**src/rtl/galetron_write_pkg.sv**
```systemverilog
// Shared types and default widths for the write pacing path.
package galetron_write_pkg;

  localparam int unsigned DEF_DATA_WIDTH = 32;
  localparam int unsigned DEF_ADDR_WIDTH = 10;
  localparam int unsigned DEF_FIFO_DEPTH = 8;

  typedef enum logic [1:0] {
    IDLE   = 2'd0,
    ASSERT = 2'd1,
    HOLD   = 2'd2
  } pacer_state_e;

endpackage

```
**src/rtl/slow_edge_detect.sv**
```systemverilog
// Registers the divided write clock once and flags its rising/falling edges.
module slow_edge_detect (
  input  logic clk,
  input  logic rst,
  input  logic slow,
  output logic rise_c,
  output logic fall_c
);

  logic slow_q;

  always_ff @(posedge clk) begin
    if (rst) slow_q <= 1'b0;
    else     slow_q <= slow;
  end

  assign rise_c = slow & ~slow_q;
  assign fall_c = ~slow & slow_q;

endmodule

```
**src/rtl/write_pacer.sv**
```systemverilog
// Buffers processor writes and replays them one per SLOW_CLK period.
// Optional sticky OVERFLOW output with WRITE_PACER_OVERFLOW_FLAG_EN.
module write_pacer
  import galetron_write_pkg::*;
#(
  parameter int unsigned DATA_WIDTH = DEF_DATA_WIDTH,
  parameter int unsigned ADDR_WIDTH = DEF_ADDR_WIDTH,
  parameter int unsigned FIFO_DEPTH = DEF_FIFO_DEPTH
) (
  input  logic                          IN_50Mhz,
  input  logic                          RESET,
  input  logic                          SLOW_CLK,
  input  logic                          IN_WRITE_REQ,
  input  logic [ADDR_WIDTH-1:0]         IN_ADDR,
  input  logic [DATA_WIDTH-1:0]         IN_DATA,
  output logic                          IN_READY,
  output logic                          OUT_WE,
  output logic [ADDR_WIDTH-1:0]         OUT_ADDR,
  output logic [DATA_WIDTH-1:0]         OUT_DATA,
  output logic [$clog2(FIFO_DEPTH):0]   LEVEL,
  output logic                          BUSY
`ifdef WRITE_PACER_OVERFLOW_FLAG_EN
  ,
  output logic                          OVERFLOW
`endif
);

  localparam int unsigned PTR_W   = $clog2(FIFO_DEPTH);
  localparam int unsigned LVL_W   = PTR_W + 1;
  localparam int unsigned ENTRY_W = ADDR_WIDTH + DATA_WIDTH;

  logic [ENTRY_W-1:0] mem [FIFO_DEPTH];
  logic [PTR_W-1:0]   wr_ptr, rd_ptr;
  logic [LVL_W-1:0]   count, count_nxt;
  pacer_state_e       state, state_nxt;
  logic               rise_c, fall_c;
  logic               push_c, pop_c, we_nxt;

  slow_edge_detect u_edge (
    .clk    (IN_50Mhz),
    .rst    (RESET),
    .slow   (SLOW_CLK),
    .rise_c (rise_c),
    .fall_c (fall_c)
  );

  // IN_READY is itself a register of (count < depth), so a pop never frees a slot the same cycle
  assign push_c = IN_WRITE_REQ & IN_READY;
  assign LEVEL  = count;

  always_ff @(posedge IN_50Mhz) begin
    if (RESET) state <= IDLE;
    else       state <= state_nxt;
  end

  // Next state, pop request and next write enable
  always_comb begin
    state_nxt = state;
    pop_c     = 1'b0;
    we_nxt    = OUT_WE;
    case (state)
      IDLE: begin
        if (rise_c && (count != LVL_W'(0))) begin
          pop_c     = 1'b1;
          we_nxt    = 1'b1;
          state_nxt = ASSERT;
        end
      end
      ASSERT: begin
        if (fall_c) begin
          we_nxt    = 1'b0;
          state_nxt = HOLD;
        end
      end
      HOLD: begin
        if (rise_c) begin
          if (count != LVL_W'(0)) begin
            pop_c     = 1'b1;
            we_nxt    = 1'b1;
            state_nxt = ASSERT;
          end else begin
            state_nxt = IDLE;
          end
        end
      end
      default: begin
        we_nxt    = 1'b0;
        state_nxt = IDLE;
      end
    endcase
  end

  always_comb begin
    count_nxt = count;
    if (push_c && !pop_c)      count_nxt = count + LVL_W'(1);
    else if (!push_c && pop_c) count_nxt = count - LVL_W'(1);
  end

  always_ff @(posedge IN_50Mhz) begin
    if (!RESET && push_c) mem[wr_ptr] <= {IN_ADDR, IN_DATA};
  end

  always_ff @(posedge IN_50Mhz) begin
    if (RESET) begin
      wr_ptr   <= '0;
      rd_ptr   <= '0;
      count    <= '0;
      IN_READY <= 1'b1;
      BUSY     <= 1'b0;
      OUT_WE   <= 1'b0;
      OUT_ADDR <= '0;
      OUT_DATA <= '0;
    end else begin
      if (push_c) wr_ptr <= wr_ptr + PTR_W'(1);
      if (pop_c) begin
        rd_ptr               <= rd_ptr + PTR_W'(1);
        {OUT_ADDR, OUT_DATA} <= mem[rd_ptr];
      end
      count    <= count_nxt;
      IN_READY <= (count_nxt < LVL_W'(FIFO_DEPTH));
      BUSY     <= (count_nxt != LVL_W'(0)) || (state_nxt != IDLE);
      OUT_WE   <= we_nxt;
    end
  end

`ifdef WRITE_PACER_OVERFLOW_FLAG_EN
  always_ff @(posedge IN_50Mhz) begin
    if (RESET)                          OVERFLOW <= 1'b0;
    else if (IN_WRITE_REQ && !IN_READY) OVERFLOW <= 1'b1;
  end
`endif

endmodule

```
**config.mk**
```make
export PLATFORM = sky130hd
export DESIGN_NAME = write_pacer
export DESIGN_NICKNAME = d
export VERILOG_FILES = /design/src/rtl/galetron_write_pkg.sv /design/src/rtl/slow_edge_detect.sv /design/src/rtl/write_pacer.sv
export SDC_FILE = /design/constraint.sdc
export NUM_CORES = 1
export LEC_CHECK = 0
export CORE_ASPECT_RATIO = 1.25
export CORE_MARGIN = 2
export CORE_UTILIZATION = 40
export DETAILED_ROUTE_END_ITERATION = 8
export GPL_ROUTABILITY_DRIVEN = 0
export HOLD_SLACK_MARGIN = 0.02
export PLACE_DENSITY_LB_ADDON = 0.1
export SETUP_SLACK_MARGIN = 0.3
export SYNTH_ARGS = -nofsm -noshare
export SYNTH_HDL_FRONTEND = slang
export SYNTH_SLANG_ARGS = --single-unit
```
**constraint.sdc**
```tcl
create_clock -name IN_50Mhz -period 16.44 [get_ports IN_50Mhz]
set_clock_uncertainty 0.05 [all_clocks]
set_input_delay 3.288 -clock IN_50Mhz [delete_from_list [all_inputs] [get_ports IN_50Mhz]]
set_output_delay 3.288 -clock IN_50Mhz [all_outputs]
set_load 0.01 [all_outputs]
```
[Word level (Yosys, flattened, before mapping)]
Memory sizes are Yosys's and may differ from the RTL's. A register that Yosys moved wholly into a read port is not among the register bits.
Cells that the tools add are included.
Storage, ports and cells
  output and inout port bits: 49
  bits of input ports: 46
  bits in registers: 16
  memories: 1
  RAM bits: 336
  logic and storage cells: 56
Cells by class
  add/subtract/negate cells: 4
  mux-type cells: 18
  $lt $le $gt $ge: 1
  bitwise logic cells: 5
  equal/unequal tests: 6
  reduce and logical (&&, ||, !) cells: 13
Memory list
  mem: depth 8, bits a word 42, rd ports 1, clocked after memory_dff 1, wr ports 1, RTL line write_pacer.sv:32  | logic [ENTRY_W-1:0] mem [FIFO_DEPTH];
Operator list (count)
  1-bit 2-to-1 mux: 10
  4-bit 2-to-1 mux: 2
  2-bit != test (second input constant): 4
  4-bit nonzero test: 2
  3-bit by 1-bit adder with 3-bit output (second input constant): 2
  2-bit 2-to-1 mux: 3
  2-bit one-hot mux with 3 select lines: 1
  4-bit by 1-bit adder with 4-bit output (second input constant): 1
  1-bit logical AND: 4
  4-bit less-than comparator (second input constant): 1
  4-bit AND reduction: 1
  4-bit by 1-bit subtractor with 4-bit output (second input constant): 1
  1-bit AND: 3
  1-bit logical NOT: 3
  1-bit one-hot mux with 3 select lines: 1
  2-bit by 1-bit == test with 1-bit output (second input constant): 1
  2-bit == test (second input constant): 1
  2-bit logical NOT: 1
  1-bit NOT: 2
  1-bit one-hot mux with 2 select lines: 1
  2-bit nonzero test: 1
  1-bit logical OR: 1

[Depth between registers and ports, before layout]
Gate-level depths: netlist of the first run.
  depth in word-level cells: 10
  gate-level depth with buffers: 8
  depth with buffers taken out: 6

[Cells and area by module]
A second synthesis of the first run with hierarchy kept.
Unflattened totals
  cells, all modules: 734
  area total of the unflattened synthesis: 14727.9 µm²
By module, submodules not included
  write_pacer: seq. area each 11230.8 µm², times used 1, area an instance 14689.1 µm², cells an instance 730
  slow_edge_detect: seq. area each 20.0 µm², times used 1, area an instance 38.8 µm², cells an instance 4

[Worst setup path after synthesis of the first run]
Ideal clock, no wire load.
  path type: input port to flip-flop
  start point: input port IN_WRITE_REQ
  end point: memory mem[0][0] in the netlist's numbering, enable pin
  required time: 15.829 ns
  stages on the path: 3
  arrival time: 8.010 ns
  slack: 7.819 ns
  setup time: 0.561 ns
  path buffers: 1
  path through: nand2_1 clkbuf_1 nor4b_1
Between the ends
  longest elaborated chain between the ends: 4
Ends and longest elaborated chain
  start, declared: RTL line write_pacer.sv:13  | input logic IN_WRITE_REQ,
  1-bit AND: RTL line write_pacer.sv:48  | assign push_c = IN_WRITE_REQ & IN_READY;
  1-bit logical AND: RTL line write_pacer.sv:100  | if (!RESET && push_c) mem[wr_ptr] <= {IN_ADDR, IN_DATA};
  1-bit 2-to-1 mux: RTL line write_pacer.sv:100
  1-bit 2-to-1 mux (not written as such): RTL line write_pacer.sv:100
  end, declared: RTL line write_pacer.sv:32
Every way passes these cells.

[Worst setup path in the final report of the first run]
  start point: input port SLOW_CLK
  end point: register count[3], in the netlist LEVEL[3]
Between the ends
  longest elaborated chain between the ends: 7
  elaborated cells on any way between the ends: 10
  those cells by class: 5 x mux; 1 x bitwise; 4 x reduce/logical
Ends and longest elaborated chain
  start, declared: RTL line write_pacer.sv:12  | input logic SLOW_CLK,
  1-bit AND (*): RTL line slow_edge_detect.sv:17  | assign rise_c = slow & ~slow_q;
  1-bit logical AND: RTL line write_pacer.sv:63  | if (rise_c && (count != LVL_W'(0))) begin
  1-bit 2-to-1 mux: RTL line write_pacer.sv:63
  1-bit one-hot mux with 2 select lines (*): RTL line write_pacer.sv:61  | case (state)
  1-bit logical AND / 1-bit logical NOT (equally long branches): RTL line write_pacer.sv:96, write_pacer.sv:95
  4-bit 2-to-1 mux / 1-bit logical AND (equally long branches): RTL line write_pacer.sv:96, write_pacer.sv:95
  4-bit 2-to-1 mux (*): RTL line write_pacer.sv:95  | if (push_c && !pop_c) count_nxt = count + LVL_W'(1);
  end signal, assigned: RTL line write_pacer.sv:119  | count <= count_nxt;
  end, declared: RTL line write_pacer.sv:34  | logic [LVL_W-1:0] count, count_nxt;
Every way passes the cells marked *; elsewhere a longest branch is shown, timed or not.
A chain may end at the register's enable or synchronous reset.

==> results.txt, run 1 <==
For this run the aggregate overflow at the end of global routing stands at 0. Excluding fillers, the count of instances in the completed layout stands at roughly 1,400. The arrival time at the worst endpoint is 5.80 ns.

Before antenna repair, the detailed router went through 4 iterations. STA classifies the critical path startpoint as an input pin. The final standard cell utilization of the core came out at around 48%.

The die height is 219 µm. The count of max-cap constraint violations came out at 0. The pin count of the biggest net entering global routing is 93. The count of hold buffers inserted by post-cts repair came out at 0.

The maximum level of the CTS H-tree came out at 2. After clock tree synthesis, the clock-pin slew on the worst setup and hold paths is about 0.06 ns. The number of top-level pins came out at 95. The HPWL after detailed placement is 16,200 µm. The largest total area in the synthesized netlist belongs to sky130_fd_sc_hd__edfxtp_1. The combined area of the multi-input logic cells is 3350 µm². The all-layer global routing usage came out at 16.3%. The top cell type by area accounts for 68.3% of the synthesized area. By area the synthesized netlist is led by sky130_fd_sc_hd__edfxtp_1 (68%), sky130_fd_sc_hd__mux4_2 (13%), sky130_fd_sc_hd__dfxtp_1 (7.9%), sky130_fd_sc_hd__mux2i_1 (2.9%), sky130_fd_sc_hd__a211oi_1 (2.2%).

The effective utilization at floorplan is 40.6%. The count of fill cells added during filler insertion is 3,003. After detailed routing, the number of remaining DRC violations is 0.

The number of flops mapped to enable cells by yosys is 336. The overall via count from detail_route came out at 7,126. The dominant register cell in the synthesized netlist is sky130_fd_sc_hd__edfxtp_1.

The worst hold path passes through 2 cells. Counting every net in the synthesized netlist gives 781. TritonCTS built the clock tree. The number of hold violations in the final report is 0. The wire length of the first global-routing pass came out at 46,700 µm. The count of buffers inserted at the top-level ports is 94. The number of warning messages in the yosys log came out at 0.

The aggregate negative setup slack came out at 0 ns. The distinct cell type count of the synthesized netlist came out at 40. The synthesis-to-layout area growth is 19.0%. The placed instances occupy a cell area of about 16,000 µm². The kind of end point of the critical path is a flip-flop. The average footprint of a synthesized cell is about 20 µm². The floorplan step defined a core boundary enclosing about 36,000 µm². The fraction of the cycle the final worst path needs came out at between 30% and 40%. The buffer count from post-CTS setup fixing is 0.

The worst-case headroom to the max-slew limit came out at 31.4%. Counting instances in the post-synthesis netlist gives the leading cell types as sky130_fd_sc_hd__edfxtp_1 (336), sky130_fd_sc_hd__mux4_2 (84), sky130_fd_sc_hd__dfxtp_1 (58). The floorplan row count came out at 78. The finished cells cover 17,600 µm². The area of the mapped netlist came out at 14,800 µm². The width of the die is 176 µm. The clock latency on the worst-skew pair is 0.54 ns. The async set-reset flop share out of synthesis is 0%.

The number of synthesized register bits came out at 394. The peak supply drop came out at 73.0 µV. The final wirelength came out at about 30,000 µm. The number of failing setup endpoints in the final timing report came out at 0. The antenna diode count is 0. The routed design could run at a clock period as short as 5.44 ns. Setup repair after global routing left no endpoint under its margin. The first routing iteration left 497 violations.

The max-slew violation count is 0. The number of global-route vias before repair came to 7,738. The number of gates resized after cts is 0. In the post-synthesis netlist, the cell with the most instances is sky130_fd_sc_hd__edfxtp_1.

Cells with a size suffix above 1 make up a little over 20% of the layout. Based on the critical path, the design can be clocked at up to 184 MHz. The number of vias per cell is 5.28.

The count of mapped cells out of synthesis came out at about 730. Summing all flip-flop and latch instances after layout gives 11,300 µm². The number of cells on the worst reg-to-reg path is 4. In this run the static leakage power is approximately 5.4 nW. The number of antenna violations at the first check in global routing came to 0. The die area is 38,500 µm². The post-route total power is between 2 and 3 mW. The post-detailed-route count of antenna-violating nets is 0. The total number of nets in the final design came out at 889. The flow ran to the end, and the final reports show no timing, DRC or antenna violations. The setup path with the least slack is of type input pin to flip-flop. The min-delay analysis places its worst path in the category flip-flop to flip-flop. The root buffer cell chosen for the clock tree is sky130_fd_sc_hd__clkbuf_16. The transition time of the tightest slew-check pin came out at 1.03 ns. The detailed-route wire length per cell came out at around 23 µm.

CTS saw 394 sinks. Sequential cells were found to cover 76.1% of the synthesized design area. The number of buffers between clock root and the deepest sink is 3. For the worst setup path, the data required time is 16.81 ns. Power spread over the standard cell area amounts to 142 nW/µm². The peak fanout along the critical path came out at between 90 and 100. Counting tap cells, the placed design contains a total of ~1,300 instances. The number of buffers inserted during clock tree synthesis is 40.
-- cell usage in the layout, fill, tap and decap left out, drive strengths merged, types with 3 or more instances in the layout --
cell type and instances:
clkinv 16, clkdlybuf4s50 93, buf 16, xor2 3, nor3 5, mux2i 43
nor2 56, edfxtp 336, inv 6, xnor2 4, a21oi 6, ha 4
o21ai 3, dfxtp 58, a211oi 44, clkbuf 52, mux4 84, bufinv 3
nand3 4, nor2b 4, nand2 10
-- routing by layer --
metal	wire, µm	track usage (%)
met1	12700	20.6
met2	15400	28.3
met3	1610	3.05
met4	758	5.32
met5	0	0
-- cells by family (layout without fill, tap and decap cells) --
| family | Yosys count | in the layout | share of synthesized area, % |
|---|---|---|---|
| adders and majority gates | 5 | 5 | 0.415 |
| DFF | 394 | 394 | 76.1 |
| buffers and inverters | 48 | 187 | 1.56 |
| xor gates and xnor gates | 7 | 7 | 0.415 |
| AOI/OAI and AO/OA | 60 | 60 | 2.96 |
| muxes | 128 | 128 | 15.8 |
| and+or+nand+nor | 89 | 89 | 2.73 |
-- state kept, by name (all words and copies together) (netlist names) --
signal / count
BUSY: 1
IN_READY: 1
LEVEL: 4
OUT_ADDR: 10
OUT_DATA: 32
OUT_WE: 1
mem: 336
rd_ptr: 3
state: 2
u_edge.slow_q: 1
wr_ptr: 3
-- critical path, cell delays in order --
cell,delay [ns]
sky130_fd_sc_hd__clkdlybuf4s50_1,0.56
sky130_fd_sc_hd__nor3b_2,0.43
sky130_fd_sc_hd__and2_4,0.91
sky130_fd_sc_hd__a31oi_1,0.27
sky130_fd_sc_hd__mux2_2,0.33
-- report_power, final --
group	switching, mW	internal (mW)
sequential	0.0614	1.14
combinational	0.180	0.219
clock	0.371	0.529
-- final timing paths --
path | from | slack (ns) | endpoint
min reg2reg | OUT_DATA[9] | 0.45 | OUT_DATA[9]
min | OUT_DATA[9] | 0.45 | OUT_DATA[9]
max | SLOW_CLK | 11.00 | LEVEL[3]
max reg2reg | rd_ptr[0] | 13.35 | OUT_ADDR[3]
-- area by class of cell --
type | count | share of cell area (%)
clock inverter | 21 | 1.10
sequential | 394 | 64.0
tap | 480 | 3.41
multi-input combinational | 289 | 19.0
timing repair buffer | 109 | 5.96
clock buffer | 52 | 6.36
inverter | 5 | 0.107
-- per-stage QoR --
step                worst slack, ns  hold WS (ns)
floorplan                      7.82         0.452
global route                  10.84         0.470
finish                        11.00         0.447
global placement              10.50         0.439
CTS                           11.02         0.452
detailed placement            10.46         0.444
Note: power is estimated with default switching activity, not from simulation.
==> run 2, diff against run 1 <==
Clock period 16.44 ns to 5.3 ns, I/O delays scaled along.
==> run 2 against run 1 <==
Hold slack about the same; sequential power rose to 3.1 times the previous value; core utilization decreased by 0.12 points; largest power group unchanged; design area fell by 0.26%; critical path depth is the same; largest cell class unchanged; via count fell by 0.39%; count of clock-buffer cells in the layout did not move; combinational power grew to 3.2 times the previous value.
==> results.txt, run 2 (synthesis gave the netlist of run 1 again) <==
The required time at the worst-slack endpoint came out at 5.45 ns (-11.36 ns). The peak fanout along the critical path came out at 22 (-76%). The antenna diode count is 0 (unchanged). The final wirelength came to 30,200 µm (-0.91%).

The post-CTS clock slew at the launch and capture registers of the worst setup and hold paths is 0.06 ns (about the same). Among all stages on the critical path, the largest delay is contributed by sky130_fd_sc_hd__nor2_4. The end of the worst hold path is OUT_DATA[3]. The count of hold buffers inserted by post-cts repair came out at 0 (unchanged).

The width of the die came out at 176 µm (unchanged). In this run the most critical hold path is launched from OUT_DATA[3]. The worst reg-to-reg setup slack is 2.62 ns (-10.73 ns).

The aggregate negative setup slack is 0 ns (unchanged). The all-layer global routing usage came to 16.1% (-0.15 points). Leaving out fill and tap cells, the most frequent cell in the layout is sky130_fd_sc_hd__edfxtp_1. The run finished with clean final reports. The critical path buffer and inverter count came out at 2 (+1). The die height is 219 µm (unchanged).

The type of the worst setup path is input pin to flip-flop. More flip-flops sit in one register than any other, and that register is mem. The wire length of the first global-routing pass came out at 46,300 µm (-0.77%). The arrival time at the worst endpoint came out at 3.33 ns (-2.47 ns). The number of failing setup endpoints in the final timing report came out at 0 (unchanged). The maximum frequency from static timing analysis is 314 MHz. The time the final worst path needs with I/O delays and setup came out at roughly 3.2 ns. The final standard cell area without fillers is 17,500 µm² (-0.26%). The critical path's top delay family is simple AND/OR/NAND/NOR gates.

The floorplan row count is 78 (unchanged). The maximum level of the CTS H-tree is 2 (unchanged). In the final layout, the registers with the most flip-flops are mem: 336 flops, OUT_DATA: 32 flops, OUT_ADDR: 10 flops. The iteration count of the initial detailed-routing pass came out at 4 (unchanged). The number of buffers inserted during clock tree synthesis is 40 (unchanged). The count of max-cap constraint violations came out at 0 (unchanged). The number of vias per cell was 5.26 (-0.32%). The startpoint of the worst-slack reg-to-reg timing path is LEVEL[0]. The critical path goes through clkdlybuf4s50_1 -> and2_1 -> nand2_1 -> nor2_4 -> buf_4. In the layout the commonest cells are sky130_fd_sc_hd__edfxtp_1 (336), sky130_fd_sc_hd__clkdlybuf4s50_1 (93), sky130_fd_sc_hd__mux4_2 (84). The flip-flop count of the largest register after layout is 336 (unchanged).

The pin count of the biggest net entering global routing is 63 (-32%). The depth of the critical timing path with buffers and inverters included came out at 5 (unchanged). The clock latency on the worst-skew pair is 0.54 ns (about the same). The worst path uses 60.1% of the clock period.

The count of buffers inserted at the top-level ports came out at 94 (unchanged). The leakage power summed over all cells came out at 5.34 nW (-0.69%). The proportion of layout cells with a drive suffix above 1 is 19.7% (-0.55 points). The sink count of the clock tree came out at 394 (unchanged).

The cell depth of the worst flop-to-flop path is 7 (+3). The number of global-route vias before repair came out at 7,702 (-0.47%). The total power divided by cell area came out at 435 nW/µm² (+210%). In this run the clock root is driven by a sky130_fd_sc_hd__clkbuf_16. The post-detailed-route count of antenna-violating nets is 0 (unchanged). The standard cell area after detailed placement is 16,300 µm² (+0.28%). The detailed-route wire length per cell is 22.4 µm (-0.83%).

The transition time of the tightest slew-check pin is 1.05 ns (+0.0204 ns). The HPWL after detailed placement came out at 17,600 µm (+9.1%). The count of fill cells added during filler insertion is 2,997 (-0.20%).

The number of top-level pins is 95 (unchanged). The buffer count from post-CTS setup fixing was 0 (unchanged). The max-slew violation count is 0 (unchanged). The die area came out at 38,500 µm² (unchanged). The number of buffers between clock root and the deepest sink is 3 (unchanged). The worst-case headroom to the max-slew limit came to 30.1% (-1.4 points).

The startpoint type of the worst setup path is an input pin. The CTS tree is done. The total number of nets in the final design is 889 (unchanged).

The remaining design rule violation count came out at 0 (unchanged). The worst register-to-register path ends at OUT_ADDR[0]. The aggregate global routing overflow came to 0 (unchanged). The classification of the worst-slack hold path is flip-flop to flip-flop. The worst hold path depth came out at 2 (unchanged). Relative to the synthesized area, the layout overhead comes to 18.7%. Setup repair after global routing left no endpoint under its margin. The overall via count from detail_route came out at 7,098 (-0.39%).

The number of hold violations in the final report was 0 (unchanged). The number of antenna violations at the first check in global routing was 0 (unchanged). The maximum single-stage delay on the critical path is 0.69 ns (-0.22 ns). The worst setup path is captured at a flip-flop. The number of gates resized after cts is 0 (unchanged). The area of the core came out at 36,400 µm² (unchanged). The peak supply drop is 294 µV (+300%). The number of DRC violations after detailed-routing iteration 0 is 437 (-12%).

The effective utilization at floorplan came out at 40.6% (unchanged).
## run 2: layout make-up
cell class                      count  area, µm²  area share (%)
Sequential cell                   394      11300            64.2
Timing Repair Buffer              109       1060            6.06
Multi-Input combinational cell    289       3380            19.3
Tap cell                          480        601            3.42
Clock inverter                     20        124           0.706
Clock buffer                       52       1100            6.25
Inverter                            5       18.8           0.107
## run 2: worst max-delay path by stage
stage / slack [ns] / to / from
finish: 2.12 / mem[5][23] / IN_WRITE_REQ
detailed placement: 1.50 / mem[5][37] / IN_WRITE_REQ
global route: 1.93 / OUT_DATA[22] / SLOW_CLK
global placement: 1.61 / mem[5][37] / IN_WRITE_REQ
floorplan: 0.40 / mem[2][0] / IN_WRITE_REQ
CTS: 2.06 / mem[5][25] / IN_WRITE_REQ
## run 2: per-layer routing
metal,vias up,global-route usage (%),share of wire (%)
met5,-,0,0
met4,0,4.60,1.9
met3,45,2.69,4.1
met2,150,29.7,54
met1,3706,19.4,40
li1,3197,-,-
## run 2: worst reg2reg max path: stages, from the launching register on
cell and delay, ns:
sky130_fd_sc_hd__dfxtp_1 0.49, sky130_fd_sc_hd__inv_1 0.13, sky130_fd_sc_hd__ha_1 0.26, sky130_fd_sc_hd__or3b_4 0.26, sky130_fd_sc_hd__and2_4 0.53, sky130_fd_sc_hd__buf_4 0.52, sky130_fd_sc_hd__nor2_1 0.09, sky130_fd_sc_hd__a211oi_1 0.25
## run 2: power by group
part           internal, mW  total (mW)  leakage (nW)  switching (mW)
Sequential             3.55        3.74          3.51           0.197
Clock                  1.51        2.63         0.603            1.12
Combinational         0.690        1.26          1.22           0.569
Total                  5.74        7.63          5.34            1.89
## run 2: stage by stage
step	std cells	utilization, %	hold WS, ns	setup WS [ns]	power (mW)
floorplan	731	-	0.470	0.399	4.60
global placement	1277	44.8	0.425	1.61	5.08
detailed placement	1277	44.8	0.444	1.50	5.10
CTS	1349	48.2	0.452	2.06	7.74
global route	1349	48.2	0.468	1.93	7.98
finish	1349	48.2	0.447	2.12	7.63
==> run 3, diff against run 2 <==
Clock period 5.3 ns to 2.9 ns, I/O delays scaled along.
==> run 3 against run 2 <==
Combinational power is 95% higher; routed wire length is 1.5% higher; sequential share of layout area is 1.2 points lower; global-route usage is 0.38 points higher; sequential power is 79% higher; flip-flop and latch count stayed put; count of clock-buffer cells in the layout is 5 higher; register-to-register slack worse by 1.9 ns.
==> results.txt, run 3 (synthesis gave the netlist of run 1 again) <==
The run finished with clean final reports. The remaining design rule violation count is 0 (unchanged). The number of DRC violations after detailed-routing iteration 0 is 559 (+28%). The count of hold buffers inserted by post-cts repair is 0 (unchanged). STA classifies the critical path endpoint as an output port. The min-delay analysis places its worst path in the category input pin to flip-flop.

The combinational group share of total power came out at 17.2% (+0.7 points). The total power divided by cell area came out at 801 nW/µm² (+84%). Setup repair after global routing left no endpoint under its margin. The clock group share of total power is 36.0% (+1.5 points). The maximum level of the CTS H-tree came out at 2 (unchanged). The number of buffers inserted during clock tree synthesis came out at 40 (unchanged). The max-slew violation count came out at 0 (unchanged). The number of gates resized after cts is 0 (unchanged).

The proportion of power drawn by flip-flops and latches came out at 46.8% (-2.2 points). The width of the die came out at 176 µm (unchanged). The combined area of the multi-input logic cells is 3400 µm² (+0.74%). The wire length of the first global-routing pass was 46,800 µm (+1.1%). The number of vias per cell is 5.24 (-0.39%).

The final wirelength is 30,600 µm (+1.5%). The iteration count of the initial detailed-routing pass came to 6 (+2). The peak fanout along the critical path came to 7 (-68%). The maximum frequency from static timing analysis came out at around 450 MHz. The library cell used most frequently in the layout, excluding fill and tap cells, is sky130_fd_sc_hd__edfxtp_1. The setup slack after layout is 0.677 ns (-1.44 ns). The count of buffers inserted at the top-level ports came out at 94 (unchanged). The total number of nets in the final design is 900 (+1.2%). The critical path is of the flip-flop to output port type. The power dissipated by switching net loads came out at 3.42 mW (+81%). The pin count of the biggest net entering global routing came out at 48 (-24%). The cell-internal power is 10.9 mW (+90%).

The die area came out at 38,500 µm² (unchanged). The overall via count from detail_route came out at 7,128 (+0.42%). The arrival time at the worst endpoint was 1.59 ns (-1.74 ns). The aggregate negative setup slack is 0 ns (unchanged).

The net switching share of the total power was 23.8% (-0.92 points). The time the final worst path needs with I/O delays and setup came out at 2.22 ns. The aggregate global routing overflow is 0 (unchanged). The area of the core came out at 36,400 µm² (unchanged). The maximum single-stage delay on the critical path came to 0.59 ns (-0.10 ns). The critical path buffer and inverter count was 1 (-1). The flip-flop count of the largest register after layout was 336 (unchanged).

The post-detailed-route count of antenna-violating nets came out at 0 (unchanged). The count of max-cap constraint violations is 0 (unchanged). The signal on the critical path passes through clkdlybuf4s50_1.

The die height is 219 µm (unchanged). The HPWL after detailed placement came out at 16,900 µm (-4.2%). The tree is rooted in a sky130_fd_sc_hd__clkbuf_16. The synthesis-to-layout area growth came out at 21.0%. The leakage power summed over all cells was 5.45 nW (+2.2%). The fraction of the cycle the final worst path needs is 76.7%. The number of global-route vias before repair is 7,572 (-1.7%). The post-CTS clock slew at the launch and capture registers of the worst setup and hold paths is 0.07 ns (about the same). The effective utilization at floorplan is 40.6% (unchanged). The buffer count from post-CTS setup fixing was 0 (unchanged). The clock latency on the worst-skew pair is 0.53 ns (about the same). The floorplan row count came out at 78 (unchanged). The worst-case headroom to the max-slew limit is 56.4% (+26 points). The cell with the biggest individual delay on the critical path is sky130_fd_sc_hd__clkdlybuf4s50_1. The largest registers in the layout are mem: 336 flops, OUT_DATA: 32 flops, OUT_ADDR: 10 flops.

The placement-stage worst setup slack is 0.273 ns (-1.23 ns). The all-layer global routing usage came to 16.5% (+0.38 points). The sink count of the clock tree is 394 (unchanged). The peak supply drop came out at 447 µV (+52%). The CTS tree is done. The count of fill cells added during filler insertion came out at 2,970 (-0.90%). The number of antenna violations at the first check in global routing came out at 1 (+1). The transition time of the tightest slew-check pin was 0.654 ns (-0.395 ns). The worst setup path is launched from a flip-flop. The number of failing setup endpoints in the final timing report came to 0 (unchanged). The number of buffers between clock root and the deepest sink is 3 (unchanged).

The register area is 11,300 µm² (unchanged). In this design, the largest share of critical-path delay is due to buffers and inverters. The detailed-route wire length per cell came out at 22.5 µm (+0.69%).

The register name with the most flops is mem. The antenna diode count is 0 (unchanged). The required time at the worst-slack endpoint was 2.27 ns (-3.18 ns). The library cells used most frequently in the layout, excluding fill and tap cells, are sky130_fd_sc_hd__edfxtp_1 (336), sky130_fd_sc_hd__clkdlybuf4s50_1 (93), sky130_fd_sc_hd__mux4_2 (84). The number of top-level pins came out at 95 (unchanged). The proportion of layout cells with a drive suffix above 1 is 21.0% (+1.3 points). The number of hold violations in the final report came out at 0 (unchanged).
[run 3: cell count changes in the layout (fill, tap and decap cells not counted), moves of 2 or more]
cell                         before  now
sky130_fd_sc_hd__clkinv_1        10    4
sky130_fd_sc_hd__clkinv_2         6    2
sky130_fd_sc_hd__clkbuf_1         8   13
sky130_fd_sc_hd__bufinv_16        1    5
sky130_fd_sc_hd__buf_12           1   12
sky130_fd_sc_hd__clkinvlp_4       0    4
sky130_fd_sc_hd__inv_6            2    0
[run 3: power by group through the flow]
stage / clock (mW) / sequential (mW) / combinational [mW]
floorplan: 0 / 6.84 / 1.60
global placement: 0 / 6.82 / 2.49
detailed placement: 0 / 6.83 / 2.52
CTS: 5.32 / 6.72 / 2.53
global route: 5.53 / 6.75 / 2.70
finish: 5.16 / 6.71 / 2.46
[run 3: per-layer routing]
| layer | global-route usage (%) | vias to the layer above | routed length (µm) |
|---|---|---|---|
| met4 | 4.85 | 2 | 690 |
| met2 | 28.6 | 147 | 15600 |
| met1 | 21.4 | 3705 | 13200 |
| met5 | 0 | - | 16 |
| met3 | 2.77 | 47 | 1150 |
| li1 | - | 3227 | - |
[run 3: metrics by stage]
step | instance area, µm² | power [mW] | utilization (%) | hold slack [ns] | cells
detailed placement | 16600 | 9.35 | 45.5 | 0.440 | 1288
global route | 17900 | 15.0 | 49.1 | 0.429 | 1360
floorplan | 14900 | 8.44 | - | 0.469 | 731
CTS | 17900 | 14.6 | 49.1 | 0.406 | 1360
global placement | 16600 | 9.31 | 45.5 | 0.426 | 1288
finish | 17900 | 14.3 | 49.1 | 0.411 | 1360
[run 3: cell type report]
| type | count | area share (%) |
|---|---|---|
| Sequential cell | 394 | 63.0 |
| Tap cell | 480 | 3.36 |
| Multi-Input combinational cell | 289 | 19.0 |
| Inverter | 5 | 0.105 |
| Timing Repair Buffer | 120 | 7.18 |
| Clock inverter | 15 | 1.15 |
| Clock buffer | 57 | 6.24 |
[run 3: worst paths after layout]
check	start	to	slack [ns]	cells after the start
setup / recovery	LEVEL[0]	LEVEL[0]	0.68	1
setup reg to reg	LEVEL[1]	LEVEL[1]	0.74	7
hold / removal	RESET	rd_ptr[0]	0.41	2
hold reg to reg	OUT_DATA[7]	OUT_DATA[7]	0.45	2
